[config.mk]
export PLATFORM = sky130hd
export DESIGN_NAME = i2s_serializer
export DESIGN_NICKNAME = d
export VERILOG_FILES = /design/src/rtl/i2s_serializer.sv
export SDC_FILE = /design/constraint.sdc
export NUM_CORES = 1
export LEC_CHECK = 0
export ABC_CLOCK_PERIOD_IN_PS = 13000
export CAP_MARGIN = 15
export CORE_MARGIN = 1.5
export CORE_UTILIZATION = 30
export DETAILED_ROUTE_END_ITERATION = 8
export PLACE_DENSITY_LB_ADDON = 0.12
export SYNTH_ARGS = -nofsm -noshare
export SYNTH_HDL_FRONTEND = slang
export SYNTH_SLANG_ARGS = --single-unit
[constraint.sdc]
create_clock -name clk -period 13 [get_ports clk]
set_input_delay 2.6 -clock clk [delete_from_list [all_inputs] [get_ports clk]]
set_output_delay 2.6 -clock clk [all_outputs]
set_load 0.05 [all_outputs]
[src/rtl/i2s_serializer.sv]
// I2S master transmitter: divides clk into sclk and shifts 24-bit left/right
// sample pairs out MSB first, 48 sclk periods per frame.
module i2s_serializer #(
   parameter int SCLK_DIV = 8
) (
   input  logic        clk,
   input  logic        rst_n,
   input  logic        en,
   input  logic [23:0] lft_chnnl,
   input  logic [23:0] rght_chnnl,
   output logic        I2S_sclk,
   output logic        I2S_ws,
   output logic        I2S_data,
   output logic        smpl_req,
   output logic        busy
);

   localparam int DIV_W = (SCLK_DIV > 2) ? $clog2(SCLK_DIV) : 1;
   localparam logic IDLE = 1'b0;
   localparam logic RUN  = 1'b1;

   logic             state;
   logic [DIV_W-1:0] div_cnt;
   logic [5:0]       slot;
   logic [5:0]       next_slot;
   logic [47:0]      shft_reg;
   logic             div_wrap;
   logic             sclk_fall;
   logic             frame_end;

   assign div_wrap  = (div_cnt == DIV_W'(SCLK_DIV - 1));
   assign sclk_fall = div_wrap & I2S_sclk;
   assign frame_end = (slot == 6'd47);
   assign next_slot = frame_end ? 6'd0 : slot + 6'd1;

   // Control path and registered outputs
   always_ff @(posedge clk) begin
      if (!rst_n) begin
         state    <= IDLE;
         div_cnt  <= '0;
         slot     <= 6'd0;
         I2S_sclk <= 1'b0;
         I2S_ws   <= 1'b1;
         I2S_data <= 1'b0;
         smpl_req <= 1'b0;
         busy     <= 1'b0;
      end else begin
         smpl_req <= 1'b0;
         case (state)
            IDLE: begin
               div_cnt  <= '0;
               I2S_sclk <= 1'b0;
               I2S_ws   <= 1'b1;
               I2S_data <= 1'b0;
               busy     <= 1'b0;
               if (en) begin
                  // Dummy R0 slot: gives the receiver a ws fall to lock onto
                  state  <= RUN;
                  slot   <= 6'd47;
                  I2S_ws <= 1'b0;
                  busy   <= 1'b1;
               end
            end
            RUN: begin
               div_cnt <= div_wrap ? '0 : div_cnt + DIV_W'(1);
               if (div_wrap)
                  I2S_sclk <= ~I2S_sclk;
               if (sclk_fall) begin
                  if (frame_end && !en) begin
                     state    <= IDLE;
                     div_cnt  <= '0;
                     I2S_sclk <= 1'b0;
                     I2S_ws   <= 1'b1;
                     I2S_data <= 1'b0;
                     busy     <= 1'b0;
                  end else if (frame_end) begin
                     slot     <= 6'd0;
                     smpl_req <= 1'b1;
                     I2S_data <= lft_chnnl[23];
                     I2S_ws   <= 1'b0;
                  end else begin
                     slot     <= next_slot;
                     I2S_data <= shft_reg[46];
                     I2S_ws   <= (next_slot >= 6'd23) && (next_slot <= 6'd46);
                  end
               end
            end
            default: state <= IDLE;
         endcase
      end
   end

   // Sample shifter: data only, its contents are don't-care until the first load
   always_ff @(posedge clk) begin
      if (state == RUN && sclk_fall) begin
         if (frame_end && en)
            shft_reg <= {lft_chnnl, rght_chnnl};
         else if (!frame_end)
            shft_reg <= {shft_reg[46:0], 1'b0};
      end
   end

endmodule

-- Word-level counts from Yosys, hierarchy flattened
Cells that the tools add are included.
- register bits: 62
- word-level logic and storage cells: 67
- output and inout bits: 5
- magnitude comparators: 2
- bitwise operators: 5
- equality and inequality tests: 7
- reductions and logical operators: 9
- $add $sub $neg: 2
- multiplexer cells: 33
- operator list (kind ; count):
    $mux 47 ; 2
    $mux 6 ; 5
    $mux 1 ; 16
    $pmux 6 s2 ; 1
    $pmux 1 s2 ; 5
    $mux 3 ; 3
    $add 6x1->6 const B ; 1
    $eq 6x6->1 const B ; 1
    $ge 6x5->1 const B ; 1
    $le 6x6->1 const B ; 1
    $ne 2x1->1 const B ; 3
    $pmux 3 s2 ; 1
    $logic_and 1x1->1 ; 4
    $ne 2x2->1 const B ; 2
    $not 1->1 ; 4
    $reduce_and 2->1 ; 2
    $reduce_or 4->1 ; 1
    $add 3x1->3 const B ; 1
    $eq 3x3->1 const B ; 1
    $reduce_and 3->1 ; 1
    $and 1x1->1 ; 1
    $logic_not 1->1 ; 1

-- Longest topological paths before layout
Gate-level depths: netlist of the first run.
- depth in word-level cells: 8
- mapped depth: 8
- depth with buffers taken out: 7

-- Worst setup path after synthesis of the first run
OpenSTA, ideal clock, no wires.
- kind: input port to flip-flop
- start: input en
- end: register slot[1]
- stages on the path: 4
- arrival: 5.651 ns
- path slack: 7.233 ns
- path buffers: 0
- cell sequence: nor3b_2 -> a21oi_1 -> o21ai_0 -> o211a_1
- cells in the longest elaborated chain, start to end: 4
- elaborated cells on any way between the ends: 5
- those cells by class: eq/ne: 2; reduce/logical: 3
- RTL lines (element ; RTL line ; RTL):
    start: declaration ; 8 ; input logic en,
    $logic_not 1->1 ; 69 ; if (frame_end && !en) begin
    $logic_and 1x1->1 ; 69 ;
    $ne 2x2->1 (no source line) ; n/a ;
    $reduce_and 3->1 (no source line) (*) ; n/a ;
    end signal: assignment ; 82 ; slot <= next_slot;
    end: declaration ; 24 ; logic [5:0] slot;
Every way passes the cells marked *; elsewhere a longest branch is shown, timed or not.
A chain may end at the register's enable or synchronous reset.

-- Worst setup path in the final report of the first run
- start: input en
- end: register shft_reg[46], data pin
- cells in the longest elaborated chain, start to end: 2
- RTL lines (element ; RTL line ; RTL):
    $logic_and 1x1->1 ; 96 ; if (frame_end && en)
    $mux 47 ; 96 ;
    end signal: assignment ; 97 ; shft_reg <= {lft_chnnl, rght_chnnl};
    end signal: assignment ; 99 ; shft_reg <= {shft_reg[46:0], 1'b0};
    end: declaration ; 26 ; logic [47:0] shft_reg;
No other way between the ends.

==> flow_results.xml, run 1 <==
<?xml version="1.0" encoding="UTF-8"?>
<metrics>
  <group name="status">
    <metric name="outcome" unit="">finished, final reports clean</metric>
  </group>
  <group name="floorplanning">
    <metric name="die-width" unit="um">103</metric>
    <metric name="num_io_pins" unit="">56</metric>
    <metric name="die_outline_area" unit="um^2">10500</metric>
    <metric name="floorplan.initialDensity" unit="%">30.8</metric>
    <metric name="die_height" unit="um">103</metric>
    <metric name="core.rowCount" unit="">36</metric>
    <metric name="design.core.area" unit="um^2">9680</metric>
  </group>
  <group name="drt">
    <metric name="postRouteAntennaNets" unit="">0</metric>
    <metric name="final_wirelength" unit="um">5980</metric>
    <metric name="initialDrtViolationCount" unit="">77</metric>
    <metric name="dr.pass1.iters" unit="">4</metric>
    <metric name="viasPerCell" unit="">4.76</metric>
    <metric name="detail_route.drc_violations" unit="">0</metric>
    <metric name="wl_per_instance" unit="um">14.6</metric>
    <metric name="num_vias" unit="">1946</metric>
  </group>
  <group name="grt">
    <metric name="grt_pass1_vias" unit="">1939</metric>
    <metric name="grt_pass1_wl" unit="um">9520</metric>
    <metric name="grt_antenna_before_repair" unit="">0</metric>
    <metric name="pin_count_of_the_biggest_net_entering_global_routing" unit="">52</metric>
    <metric name="groute.usage.overall" unit="%">12.1</metric>
    <metric name="grt_remaining_overflow" unit="">0</metric>
  </group>
  <group name="pwr">
    <metric name="leakage_power_total" unit="nW">1.32</metric>
    <metric name="pwr_density_cell" unit="nW/um^2">109</metric>
    <metric name="ir_drop" unit="V">0.0000388</metric>
  </group>
  <group name="synthesis">
    <metric name="post_synth_num_cell_types" unit="">51</metric>
    <metric name="part_of_the_yosys_area_used_for_sequential_elements" unit="%">57.5</metric>
    <metric name="postSynthRegisterBits" unit="">62</metric>
    <metric name="synthesis.yosys.warnings" unit="">0</metric>
    <metric name="synthArstFlopShare" unit="%">0</metric>
    <metric name="syn-instance-count" unit="">219</metric>
    <metric name="synth.cells.most_frequent" unit="">edfxtp_1 (47), mux2_1 (30), mux2_2 (16)</metric>
    <metric name="synth_edf_count" unit="">47</metric>
    <metric name="synth_largest_area_cell" unit="">edfxtp_1</metric>
    <metric name="yosys.area.top_type_share" unit="%">47.4</metric>
    <metric name="synth.most_common_cell" unit="">edfxtp_1</metric>
    <metric name="yosys-top-cells-area" unit="">edfxtp_1 (47%), mux2_1 (11%), dfxtp_1 (10%)</metric>
    <metric name="syn-num-nets" unit="">276</metric>
    <metric name="netlist_area" unit="um^2">2980</metric>
    <metric name="post_synthesis_average_cell_area" unit="um^2">13.6</metric>
    <metric name="synth-main-ff-cell" unit="">edfxtp_1</metric>
  </group>
  <group name="sta">
    <metric name="timing.max_slew.rel_slack" unit="%">57.0</metric>
    <metric name="fmax" unit="MHz">225</metric>
    <metric name="final.setup_skew" unit="ns">0.0167</metric>
    <metric name="period_share" unit="%">34.1</metric>
    <metric name="post-route-min-period" unit="ns">4.44</metric>
    <metric name="report.final.hold_viol_count" unit="">0</metric>
    <metric name="grt_setup_unrepaired" unit="">false</metric>
    <metric name="maxSlewViolCount" unit="">0</metric>
    <metric name="tightestPinTransition" unit="ns">0.645</metric>
    <metric name="report.final.setup_viol" unit="">0</metric>
    <metric name="tns" unit="ns">0</metric>
    <metric name="hold_ws" unit="ns">0.428</metric>
  </group>
  <group name="critical_path">
    <metric name="kind_of_cell_with_the_highest_combined_delay_on_the_critical_path" unit="">buffers and inverters</metric>
    <metric name="timing.critical_path.fanout_max" unit="">47</metric>
    <metric name="cp-endpoint" unit="">shft_reg[46]$_DFFE_PP_</metric>
    <metric name="rrSetupSlack" unit="ns">10.27</metric>
    <metric name="worst_r2r_endpoint" unit="">shft_reg[46]$_DFFE_PP_</metric>
    <metric name="crit_buf_inv" unit="">3</metric>
    <metric name="worstPathCellList" unit="">clkdlybuf4s50_1, inv_2, nor3_4, buf_4, mux2_2</metric>
    <metric name="delay_of_the_slowest_cell_on_the_worst_path" unit="ns">0.67</metric>
    <metric name="crit_slowest_cell" unit="">clkdlybuf4s50_1</metric>
    <metric name="crit_path_start" unit="">en</metric>
    <metric name="number_of_cells_on_the_critical_path" unit="">5</metric>
    <metric name="depth_of_the_most_critical_reg_to_reg_path" unit="">5</metric>
    <metric name="setup.worst_path.end_class" unit="">flip-flop</metric>
    <metric name="critical_path_class" unit="">in -&gt; reg</metric>
    <metric name="cp_data_arrival_time" unit="ns">4.52</metric>
    <metric name="kind_of_start_point_of_the_critical_path" unit="">input pin</metric>
    <metric name="crit-reg2reg-launch" unit="">slot[0]$_SDFFE_PN0P_</metric>
    <metric name="cp.required" unit="ns">13.09</metric>
  </group>
  <group name="layout">
    <metric name="nets" unit="">328</metric>
    <metric name="drive_above_1_share" unit="%">14.9</metric>
    <metric name="flip_flop_count_of_the_largest_register_after_layout" unit="">47</metric>
    <metric name="multi_input_area" unit="um^2">1170</metric>
    <metric name="area_growth" unit="%">28.6</metric>
    <metric name="num_antenna_cells" unit="">0</metric>
    <metric name="seqCellArea" unit="um^2">1710</metric>
    <metric name="layout.filler_cells" unit="">939</metric>
  </group>
  <group name="run">
    <metric name="cap_violations" unit="">0</metric>
  </group>
  <group name="clocking">
    <metric name="cts_post_setup_buffers_inserted" unit="">0</metric>
    <metric name="clk_latency" unit="ns">0.34</metric>
    <metric name="cts.hold.buffers_added" unit="">0</metric>
    <metric name="clkSlewWorstSetupHoldPaths" unit="ns">0.08</metric>
    <metric name="cts-root-buf" unit="">clkbuf_8</metric>
    <metric name="cts.path.max_buffers" unit="">2</metric>
    <metric name="cts_sinks" unit="">62</metric>
    <metric name="cts_made_buffers" unit="">9</metric>
    <metric name="cts_resized" unit="">0</metric>
    <metric name="h-tree-depth" unit="">3</metric>
    <metric name="cts_tree" unit="">done</metric>
  </group>
  <group name="placement">
    <metric name="final_estimated_routing_congestion_in_global_placement" unit="">0.789</metric>
    <metric name="port_buffers" unit="">55</metric>
    <metric name="hpwl" unit="um">3750</metric>
  </group>
  <group name="min_path">
    <metric name="worstHoldPathType" unit="">reg -&gt; reg</metric>
    <metric name="worst_hold_startpoint" unit="">div_cnt[0]$_SDFF_PN0_</metric>
  </group>
</metrics>
[worst min path at each step]
stage,slack (ns),cells past startpoint,to
floorplan,0.40,1,div_cnt[0]$_SDFF_PN0_
global placement,0.42,1,div_cnt[0]$_SDFF_PN0_
detailed placement,0.42,1,div_cnt[0]$_SDFF_PN0_
CTS,0.43,1,div_cnt[0]$_SDFF_PN0_
global route,0.47,1,div_cnt[0]$_SDFF_PN0_
finish,0.43,1,div_cnt[0]$_SDFF_PN0_
[per-layer routing]
layer,share of wire [%],global-route usage [%],up-vias
met5,0,0,-
met4,1.5,4.85,0
met3,6.3,4.20,8
met2,42,17.3,60
met1,50,16.8,937
li1,-,-,941
[power breakdown]
group	switching, W	total, W	leakage, nW	internal [W]
clock network	0.0000805	0.000170	0.0996	0.0000891
logic	0.0000110	0.0000308	0.670	0.0000198
registers	0.00000494	0.000217	0.547	0.000212
[metrics by stage]
stage	utilization [%]	cell area, um^2	std cells	setup slack [ns]	power, W
6_report	39.5	3830	409	8.56	0.000418
5_1_grt	39.5	3830	409	8.46	0.000434
4_1_cts	39.5	3830	409	8.57	0.000423
3_5_place_dp	37.5	3630	393	8.19	0.000252
3_3_place_gp	37.5	3630	393	8.23	0.000253
2_1_floorplan	-	2980	219	7.23	0.000233
[area by class of cell]
type | instances | share of cell area [%]
well taps | 133 | 4.34
clock buffers | 9 | 3.23
repair buffers | 57 | 14.8
inverters | 5 | 0.490
flip-flops and latches | 62 | 44.7
clock inverters | 7 | 1.93
multi-input cells | 136 | 30.5
[kinds of logic after synthesis]
group / count (synthesis) / synth area share [%]
mux: 47 / 17.7
flops: 62 / 57.5
fa+ha+maj: 6 / 2.52
compound gates: 37 / 8.82
buf+inv: 21 / 3.86
simple gates: 46 / 9.62
[cells in the final DEF, fill, tap and decap left out, types with 2 or more instances in the layout]
cell type        instances
and4_1                   2
nand3_1                  3
dfxtp_1                 15
a22oi_1                  2
clkinv_4                 2
and2_1                   2
nor2_1                   6
o21a_1                   2
mux2_1                  30
o21ai_0                  5
nand2_1                  7
clkdlybuf4s50_1         55
a31oi_1                  2
clkbuf_8                 9
and3b_1                  4
edfxtp_1                47
o22ai_1                  2
mux2_2                  16
and3_1                   5
a311oi_1                 2
a21oi_1                  7
clkinv_2                 2
a21boi_0                 2
inv_1                    4
o32ai_1                  2
ha_1                     6
buf_4                    2
nand3b_1                 2
nand2b_1                 4
Note: power is estimated with default switching activity, not from simulation.
==> inputs of run 2 (changes only) <==
--- a/config.mk
+++ b/config.mk
@@ -5,7 +5,7 @@
 export SDC_FILE = /design/constraint.sdc
 export NUM_CORES = 1
 export LEC_CHECK = 0
-export ABC_CLOCK_PERIOD_IN_PS = 13000
+export ABC_CLOCK_PERIOD_IN_PS = 3800
 export CAP_MARGIN = 15
 export CORE_MARGIN = 1.5
 export CORE_UTILIZATION = 30
==> constraint.sdc (replaced) <==
create_clock -name clk -period 3.8 [get_ports clk]
set_input_delay 0.76 -clock clk [delete_from_list [all_inputs] [get_ports clk]]
set_output_delay 0.76 -clock clk [all_outputs]
set_load 0.05 [all_outputs]
==> run 2 against run 1 <==
  * Critical path depth did not move
  * Non-clock buffer count did not move
  * Critical endpoint is now shft_reg[5]$_DFFE_PP_
  * Global-route usage rose by 0.15 points
  * Sequential power rose to 3.4 times the previous value
  * Largest cell class unchanged
  * Total power rose to 3.3 times the previous value
==> flow_results.xml, run 2 (same netlist as run 1, synthesis figures left out) <==
<?xml version="1.0" encoding="UTF-8"?>
<metrics>
  <group name="min_path">
    <metric name="worst_hold_startpoint" unit="">div_cnt[0]$_SDFF_PN0_</metric>
    <metric name="hold-path-endpoint" unit="">div_cnt[0]$_SDFF_PN0_</metric>
    <metric name="worstHoldPathType" unit="">reg -&gt; reg</metric>
    <metric name="worstHoldPathCells" unit="">1</metric>
  </group>
  <group name="layout">
    <metric name="layout.filler_cells" unit="">941</metric>
    <metric name="area_growth" unit="%">27.8</metric>
    <metric name="post_layout_nonfiller_instances" unit="">409</metric>
    <metric name="num_antenna_cells" unit="">0</metric>
    <metric name="nets" unit="">328</metric>
    <metric name="layout_commonest_cell" unit="">clkdlybuf4s50_1</metric>
    <metric name="multi_input_area" unit="um^2">1170</metric>
    <metric name="seqCellArea" unit="um^2">1710</metric>
    <metric name="drive_above_1_share" unit="%">14.1</metric>
    <metric name="flip_flop_count_of_the_largest_register_after_layout" unit="">47</metric>
    <metric name="most_frequent_cells_in_the_layout" unit="">clkdlybuf4s50_1 (55), edfxtp_1 (47), mux2_1 (30), mux2_2 (16), dfxtp_1 (15)</metric>
  </group>
  <group name="clocking">
    <metric name="clkSlewWorstSetupHoldPaths" unit="ns">0.07</metric>
    <metric name="cts-root-buf" unit="">clkbuf_8</metric>
    <metric name="cts_resized" unit="">0</metric>
    <metric name="cts.hold.buffers_added" unit="">0</metric>
    <metric name="cts.path.max_buffers" unit="">2</metric>
    <metric name="cts_post_setup_buffers_inserted" unit="">0</metric>
    <metric name="clk_latency" unit="ns">0.34</metric>
    <metric name="cts_sinks" unit="">62</metric>
    <metric name="cts_tree" unit="">done</metric>
    <metric name="h-tree-depth" unit="">3</metric>
    <metric name="cts_made_buffers" unit="">9</metric>
  </group>
  <group name="sta">
    <metric name="period_share" unit="%">72.0</metric>
    <metric name="timing.max_slew.rel_slack" unit="%">57.1</metric>
    <metric name="report.final.setup_viol" unit="">0</metric>
    <metric name="fmax" unit="MHz">365</metric>
    <metric name="finalWorstSetupSlack" unit="ns">1.06</metric>
    <metric name="report.final.hold_viol_count" unit="">0</metric>
    <metric name="tns" unit="ns">0</metric>
    <metric name="post-route-min-period" unit="ns">2.74</metric>
    <metric name="grt_setup_unrepaired" unit="">false</metric>
    <metric name="final.setup_skew" unit="ns">0.0108</metric>
    <metric name="maxSlewViolCount" unit="">0</metric>
    <metric name="tightestPinTransition" unit="ns">0.644</metric>
  </group>
  <group name="pwr">
    <metric name="leakage_power_total" unit="nW">1.30</metric>
    <metric name="internal-power" unit="W">0.00105</metric>
    <metric name="switching_power" unit="W">0.000324</metric>
    <metric name="power_frac_clock" unit="%">38.3</metric>
    <metric name="p_total" unit="W">0.00137</metric>
    <metric name="share_seq_of_total_power" unit="%">54.1</metric>
    <metric name="pwr_density_cell" unit="nW/um^2">361</metric>
    <metric name="switching_share" unit="%">23.5</metric>
    <metric name="power.share.combinational" unit="%">7.7</metric>
    <metric name="ir_drop" unit="V">0.000138</metric>
  </group>
  <group name="floorplanning">
    <metric name="core.rowCount" unit="">36</metric>
    <metric name="die_outline_area" unit="um^2">10500</metric>
    <metric name="design.core.area" unit="um^2">9680</metric>
    <metric name="die_height" unit="um">103</metric>
    <metric name="num_io_pins" unit="">56</metric>
    <metric name="floorplan.initialDensity" unit="%">30.8</metric>
    <metric name="die-width" unit="um">103</metric>
  </group>
  <group name="critical_path">
    <metric name="timing.critical_path.fanout_max" unit="">47</metric>
    <metric name="crit-reg2reg-launch" unit="">slot[0]$_SDFFE_PN0P_</metric>
    <metric name="depth_of_the_most_critical_reg_to_reg_path" unit="">5</metric>
    <metric name="cp_data_arrival_time" unit="ns">2.83</metric>
    <metric name="worst_r2r_endpoint" unit="">shft_reg[5]$_DFFE_PP_</metric>
    <metric name="rrSetupSlack" unit="ns">1.06</metric>
    <metric name="setup.worst_path.end_class" unit="">flip-flop</metric>
    <metric name="cp.required" unit="ns">3.89</metric>
    <metric name="critical_path_class" unit="">reg -&gt; reg</metric>
    <metric name="kind_of_start_point_of_the_critical_path" unit="">flip-flop</metric>
  </group>
  <group name="drt">
    <metric name="final_wirelength" unit="um">6060</metric>
    <metric name="dr.pass1.iters" unit="">4</metric>
    <metric name="postRouteAntennaNets" unit="">0</metric>
    <metric name="initialDrtViolationCount" unit="">112</metric>
    <metric name="detail_route.drc_violations" unit="">0</metric>
    <metric name="viasPerCell" unit="">4.71</metric>
    <metric name="num_vias" unit="">1926</metric>
    <metric name="wl_per_instance" unit="um">14.8</metric>
  </group>
  <group name="grt">
    <metric name="grt_remaining_overflow" unit="">0</metric>
    <metric name="grt_antenna_before_repair" unit="">0</metric>
    <metric name="grt_pass1_vias" unit="">1842</metric>
    <metric name="grt_pass1_wl" unit="um">9660</metric>
    <metric name="groute.usage.overall" unit="%">12.3</metric>
    <metric name="pin_count_of_the_biggest_net_entering_global_routing" unit="">52</metric>
  </group>
  <group name="placement">
    <metric name="numPlacedInstances" unit="">393</metric>
    <metric name="place_ws" unit="ns">0.856</metric>
    <metric name="hpwl" unit="um">3810</metric>
    <metric name="port_buffers" unit="">55</metric>
    <metric name="final_estimated_routing_congestion_in_global_placement" unit="">0.752</metric>
  </group>
  <group name="run">
    <metric name="cap_violations" unit="">0</metric>
  </group>
  <group name="status">
    <metric name="outcome" unit="">finished, final reports clean</metric>
  </group>
</metrics>
-- run 2: changes by cell type in the layout (fill, tap and decap cells not counted), sizes merged --
cell      delta
clkbuf       +3
clkinv       -4
bufinv       -1
clkinvlp     +2
-- run 2: worst max-delay path by stage --
stage | slack, ns | end | start | cells past startpoint
after global routing | 0.84 | shft_reg[4]$_DFFE_PP_ | slot[0]$_SDFFE_PN0P_ | 5
after CTS | 1.03 | shft_reg[5]$_DFFE_PP_ | slot[0]$_SDFFE_PN0P_ | 5
after floorplan | 0.71 | slot[1]$_SDFFE_PN0P_ | I2S_sclk$_SDFF_PN0_ | 6
final | 1.06 | shft_reg[5]$_DFFE_PP_ | slot[0]$_SDFFE_PN0P_ | 5
after detailed placement | 0.86 | shft_reg[5]$_DFFE_PP_ | en | 5
after global placement | 0.88 | shft_reg[21]$_DFFE_PP_ | en | 5
-- run 2: area by class of cell --
cell class,instances,area share (%)
well taps,133,4.37
clock buffers,12,3.81
flip-flops and latches,62,44.9
clock inverters,4,0.821
inverters,5,0.493
repair buffers,57,14.8
multi-input cells,136,30.7
-- run 2: power groups by stage --
stage	clock network, W	registers [W]	logic (W)
2_1_floorplan	0	0.000751	0.0000463
3_3_place_gp	0	0.000758	0.000106
3_5_place_dp	0	0.000758	0.000105
4_1_cts	0.000541	0.000742	0.000106
5_1_grt	0.000573	0.000745	0.000114
6_report	0.000526	0.000743	0.000105
-- run 2: routing by layer --
metal / share of wire (%) / GRT usage [%] / wire length, um / up-vias
met5: 0 / 0 / 0 / -
met4: 1.2 / 4.43 / 72 / 0
met3: 6.6 / 4.20 / 398 / 9
met2: 40 / 16.3 / 2400 / 51
met1: 53 / 18.3 / 3190 / 922
li1: - / - / - / 944
-- run 2: worst max-delay path, cell delays in order, from the launching register on --
cell	delay, ns
dfxtp_1	0.56
ha_1	0.44
nand3_1	0.30
nor3_4	0.23
buf_4	0.53
mux2_2	0.41
-- run 2: stage by stage --
| step | cell area, um^2 | hold WS [ns] | util [%] |
|---|---|---|---|
| after floorplan | 2980 | 0.403 | - |
| after global placement | 3630 | 0.416 | 37.5 |
| after detailed placement | 3630 | 0.419 | 37.5 |
| after CTS | 3810 | 0.430 | 39.3 |
| after global routing | 3810 | 0.447 | 39.3 |
| final | 3810 | 0.426 | 39.3 |
==> inputs of run 3 (changes only) <==
--- a/config.mk
+++ b/config.mk
@@ -5,7 +5,7 @@
 export SDC_FILE = /design/constraint.sdc
 export NUM_CORES = 1
 export LEC_CHECK = 0
-export ABC_CLOCK_PERIOD_IN_PS = 3800
+export ABC_CLOCK_PERIOD_IN_PS = 2800
 export CAP_MARGIN = 15
 export CORE_MARGIN = 1.5
 export CORE_UTILIZATION = 30
==> constraint.sdc (replaced) <==
create_clock -name clk -period 2.8 [get_ports clk]
set_input_delay 0.56 -clock clk [delete_from_list [all_inputs] [get_ports clk]]
set_output_delay 0.56 -clock clk [all_outputs]
set_load 0.05 [all_outputs]
==> run 3 against run 2 <==
  * Hold slack better by 0.0039 ns
  * Count of clock-buffer cells in the layout decreased by 3
  * Sequential power is 35% higher
  * Routed wire length down 3.5%
  * Total power grew 41%
  * Sequential share of layout area down 0.80 points
  * Critical path depth is 3 higher
  * Flip-flop and latch count unchanged
  * Fmax increased by 24%
  * Critical endpoint is now slot[1]$_SDFFE_PN0P_
==> flow_results.xml, run 3 (same netlist as run 1, synthesis figures left out) <==
<?xml version="1.0" encoding="UTF-8"?>
<metrics>
  <group name="clocking">
    <metric name="cts_resized" unit="">0</metric>
    <metric name="cts_tree" unit="">done</metric>
    <metric name="clk_latency" unit="ns">0.34</metric>
    <metric name="clkSlewWorstSetupHoldPaths" unit="ns">0.07</metric>
    <metric name="cts.hold.buffers_added" unit="">0</metric>
    <metric name="cts_made_buffers" unit="">9</metric>
    <metric name="cts.path.max_buffers" unit="">2</metric>
    <metric name="cts_sinks" unit="">62</metric>
    <metric name="cts_post_setup_buffers_inserted" unit="">0</metric>
    <metric name="h-tree-depth" unit="">3</metric>
    <metric name="cts-root-buf" unit="">clkbuf_8</metric>
  </group>
  <group name="pwr">
    <metric name="ir_drop" unit="V">0.000199</metric>
    <metric name="pwr_density_cell" unit="nW/um^2">501</metric>
    <metric name="leakage_power_total" unit="nW">1.34</metric>
    <metric name="p_total" unit="W">0.00194</metric>
  </group>
  <group name="layout">
    <metric name="layout_commonest_cell" unit="">clkdlybuf4s50_1</metric>
    <metric name="multi_input_area" unit="um^2">1170</metric>
    <metric name="most_frequent_cells_in_the_layout" unit="">clkdlybuf4s50_1 (55), edfxtp_1 (47), mux2_1 (30), mux2_2 (16), dfxtp_1 (15)</metric>
    <metric name="seqCellArea" unit="um^2">1710</metric>
    <metric name="layout.filler_cells" unit="">928</metric>
    <metric name="num_antenna_cells" unit="">0</metric>
    <metric name="stdcell_area" unit="um^2">3880</metric>
    <metric name="area_growth" unit="%">30.2</metric>
    <metric name="drive_above_1_share" unit="%">15.8</metric>
    <metric name="utilization" unit="%">40.0</metric>
    <metric name="flip_flop_count_of_the_largest_register_after_layout" unit="">47</metric>
    <metric name="nets" unit="">331</metric>
  </group>
  <group name="placement">
    <metric name="final_estimated_routing_congestion_in_global_placement" unit="">0.780</metric>
    <metric name="port_buffers" unit="">55</metric>
    <metric name="place_ws" unit="ns">0.503</metric>
    <metric name="hpwl" unit="um">3700</metric>
    <metric name="post_dp_cell_area" unit="um^2">3680</metric>
  </group>
  <group name="drt">
    <metric name="initialDrtViolationCount" unit="">113</metric>
    <metric name="viasPerCell" unit="">4.66</metric>
    <metric name="wl_per_instance" unit="um">14.2</metric>
    <metric name="detail_route.drc_violations" unit="">0</metric>
    <metric name="dr.pass1.iters" unit="">4</metric>
    <metric name="num_vias" unit="">1918</metric>
    <metric name="final_wirelength" unit="um">5840</metric>
    <metric name="postRouteAntennaNets" unit="">0</metric>
  </group>
  <group name="grt">
    <metric name="grt_pass1_vias" unit="">1886</metric>
    <metric name="grt_remaining_overflow" unit="">0</metric>
    <metric name="pin_count_of_the_biggest_net_entering_global_routing" unit="">52</metric>
    <metric name="grt_pass1_wl" unit="um">9520</metric>
    <metric name="groute.usage.overall" unit="%">12.0</metric>
    <metric name="grt_antenna_before_repair" unit="">0</metric>
  </group>
  <group name="floorplanning">
    <metric name="core.rowCount" unit="">36</metric>
    <metric name="die_height" unit="um">103</metric>
    <metric name="die-width" unit="um">103</metric>
    <metric name="design.core.area" unit="um^2">9680</metric>
    <metric name="floorplan.initialDensity" unit="%">30.8</metric>
    <metric name="die_outline_area" unit="um^2">10500</metric>
    <metric name="num_io_pins" unit="">56</metric>
  </group>
  <group name="sta">
    <metric name="maxSlewViolCount" unit="">0</metric>
    <metric name="grt_setup_unrepaired" unit="">false</metric>
    <metric name="tightestPinTransition" unit="ns">0.498</metric>
    <metric name="fmax" unit="MHz">453</metric>
    <metric name="tns" unit="ns">0</metric>
    <metric name="period_share" unit="%">78.8</metric>
    <metric name="timing.max_slew.rel_slack" unit="%">66.7</metric>
    <metric name="finalWorstSetupSlack" unit="ns">0.593</metric>
    <metric name="report.final.hold_viol_count" unit="">0</metric>
    <metric name="final.setup_skew" unit="ns">0.00812</metric>
    <metric name="post-route-min-period" unit="ns">2.21</metric>
    <metric name="report.final.setup_viol" unit="">0</metric>
  </group>
  <group name="critical_path">
    <metric name="cp_data_arrival_time" unit="ns">2.44</metric>
    <metric name="path_common_cell" unit="">ha_1</metric>
    <metric name="crit_buf_inv" unit="">1</metric>
    <metric name="cp.required" unit="ns">3.03</metric>
    <metric name="crit_slowest_cell" unit="">ha_1</metric>
    <metric name="critical_path_class" unit="">reg -&gt; reg</metric>
    <metric name="delay_of_the_slowest_cell_on_the_worst_path" unit="ns">0.38</metric>
    <metric name="timing.critical_path.fanout_max" unit="">51</metric>
    <metric name="worstPathCellList" unit="">ha_1, ha_1, ha_1, nand2_1, a21oi_4, buf_12, o21ai_0, o211a_1</metric>
    <metric name="setup.worst_path.end_class" unit="">flip-flop</metric>
    <metric name="kind_of_start_point_of_the_critical_path" unit="">flip-flop</metric>
    <metric name="kind_of_cell_with_the_highest_combined_delay_on_the_critical_path" unit="">adder cells</metric>
  </group>
  <group name="min_path">
    <metric name="worstHoldPathType" unit="">reg -&gt; reg</metric>
  </group>
  <group name="run">
    <metric name="cap_violations" unit="">0</metric>
  </group>
  <group name="status">
    <metric name="outcome" unit="">finished, final reports clean</metric>
  </group>
</metrics>
==> run 3: changes by cell type in the layout (fill, tap and decap cells not counted), sizes merged <==
cell      previous run  this run
clkbuf              12         9
clkinvlp             3         1
clkinv               0         4
buf                  2         5
bufinv               0         1
==> run 3: layout make-up <==
| cell class | instances | area share [%] |
|---|---|---|
| tap | 133 | 4.29 |
| clock buffer | 9 | 3.19 |
| inverter | 5 | 0.484 |
| clock inverter | 7 | 1.90 |
| multi-input combinational | 136 | 30.2 |
| timing repair buffer | 60 | 15.8 |
| sequential | 62 | 44.1 |
==> run 3: power breakdown <==
group,total [W],switching [W],internal (W)
clock network,0.000789,0.000376,0.000414
logic,0.000150,0.0000545,0.0000953
registers,0.00100,0.0000184,0.000985
total,0.00194,0.000448,0.00149
==> run 3: path summary, 6_finish.rpt <==
path	to	cells past startpoint	slack, ns	start
setup / recovery	slot[1]$_SDFFE_PN0P_	8	0.59	div_cnt[0]$_SDFF_PN0_
hold / removal	div_cnt[0]$_SDFF_PN0_	1	0.43	div_cnt[0]$_SDFF_PN0_
setup reg to reg	slot[1]$_SDFFE_PN0P_	8	0.59	div_cnt[0]$_SDFF_PN0_
hold reg to reg	div_cnt[0]$_SDFF_PN0_	1	0.43	div_cnt[0]$_SDFF_PN0_
==> run 3: metrics by stage <==
step	cells	hold WS (ns)
5_1_grt	412	0.459
2_1_floorplan	219	0.403
3_3_place_gp	396	0.419
4_1_cts	412	0.433
6_report	412	0.430
3_5_place_dp	396	0.422
==> run 3: metal layers <==
metal  vias up  share of wire (%)  global-route usage, %
met3         6                6.5                   4.95
li1        948                  -                      -
met4         0                1.3                   3.79
met1       907                 50                   16.8
met2        57                 42                   16.8
met5         -                  0                      0
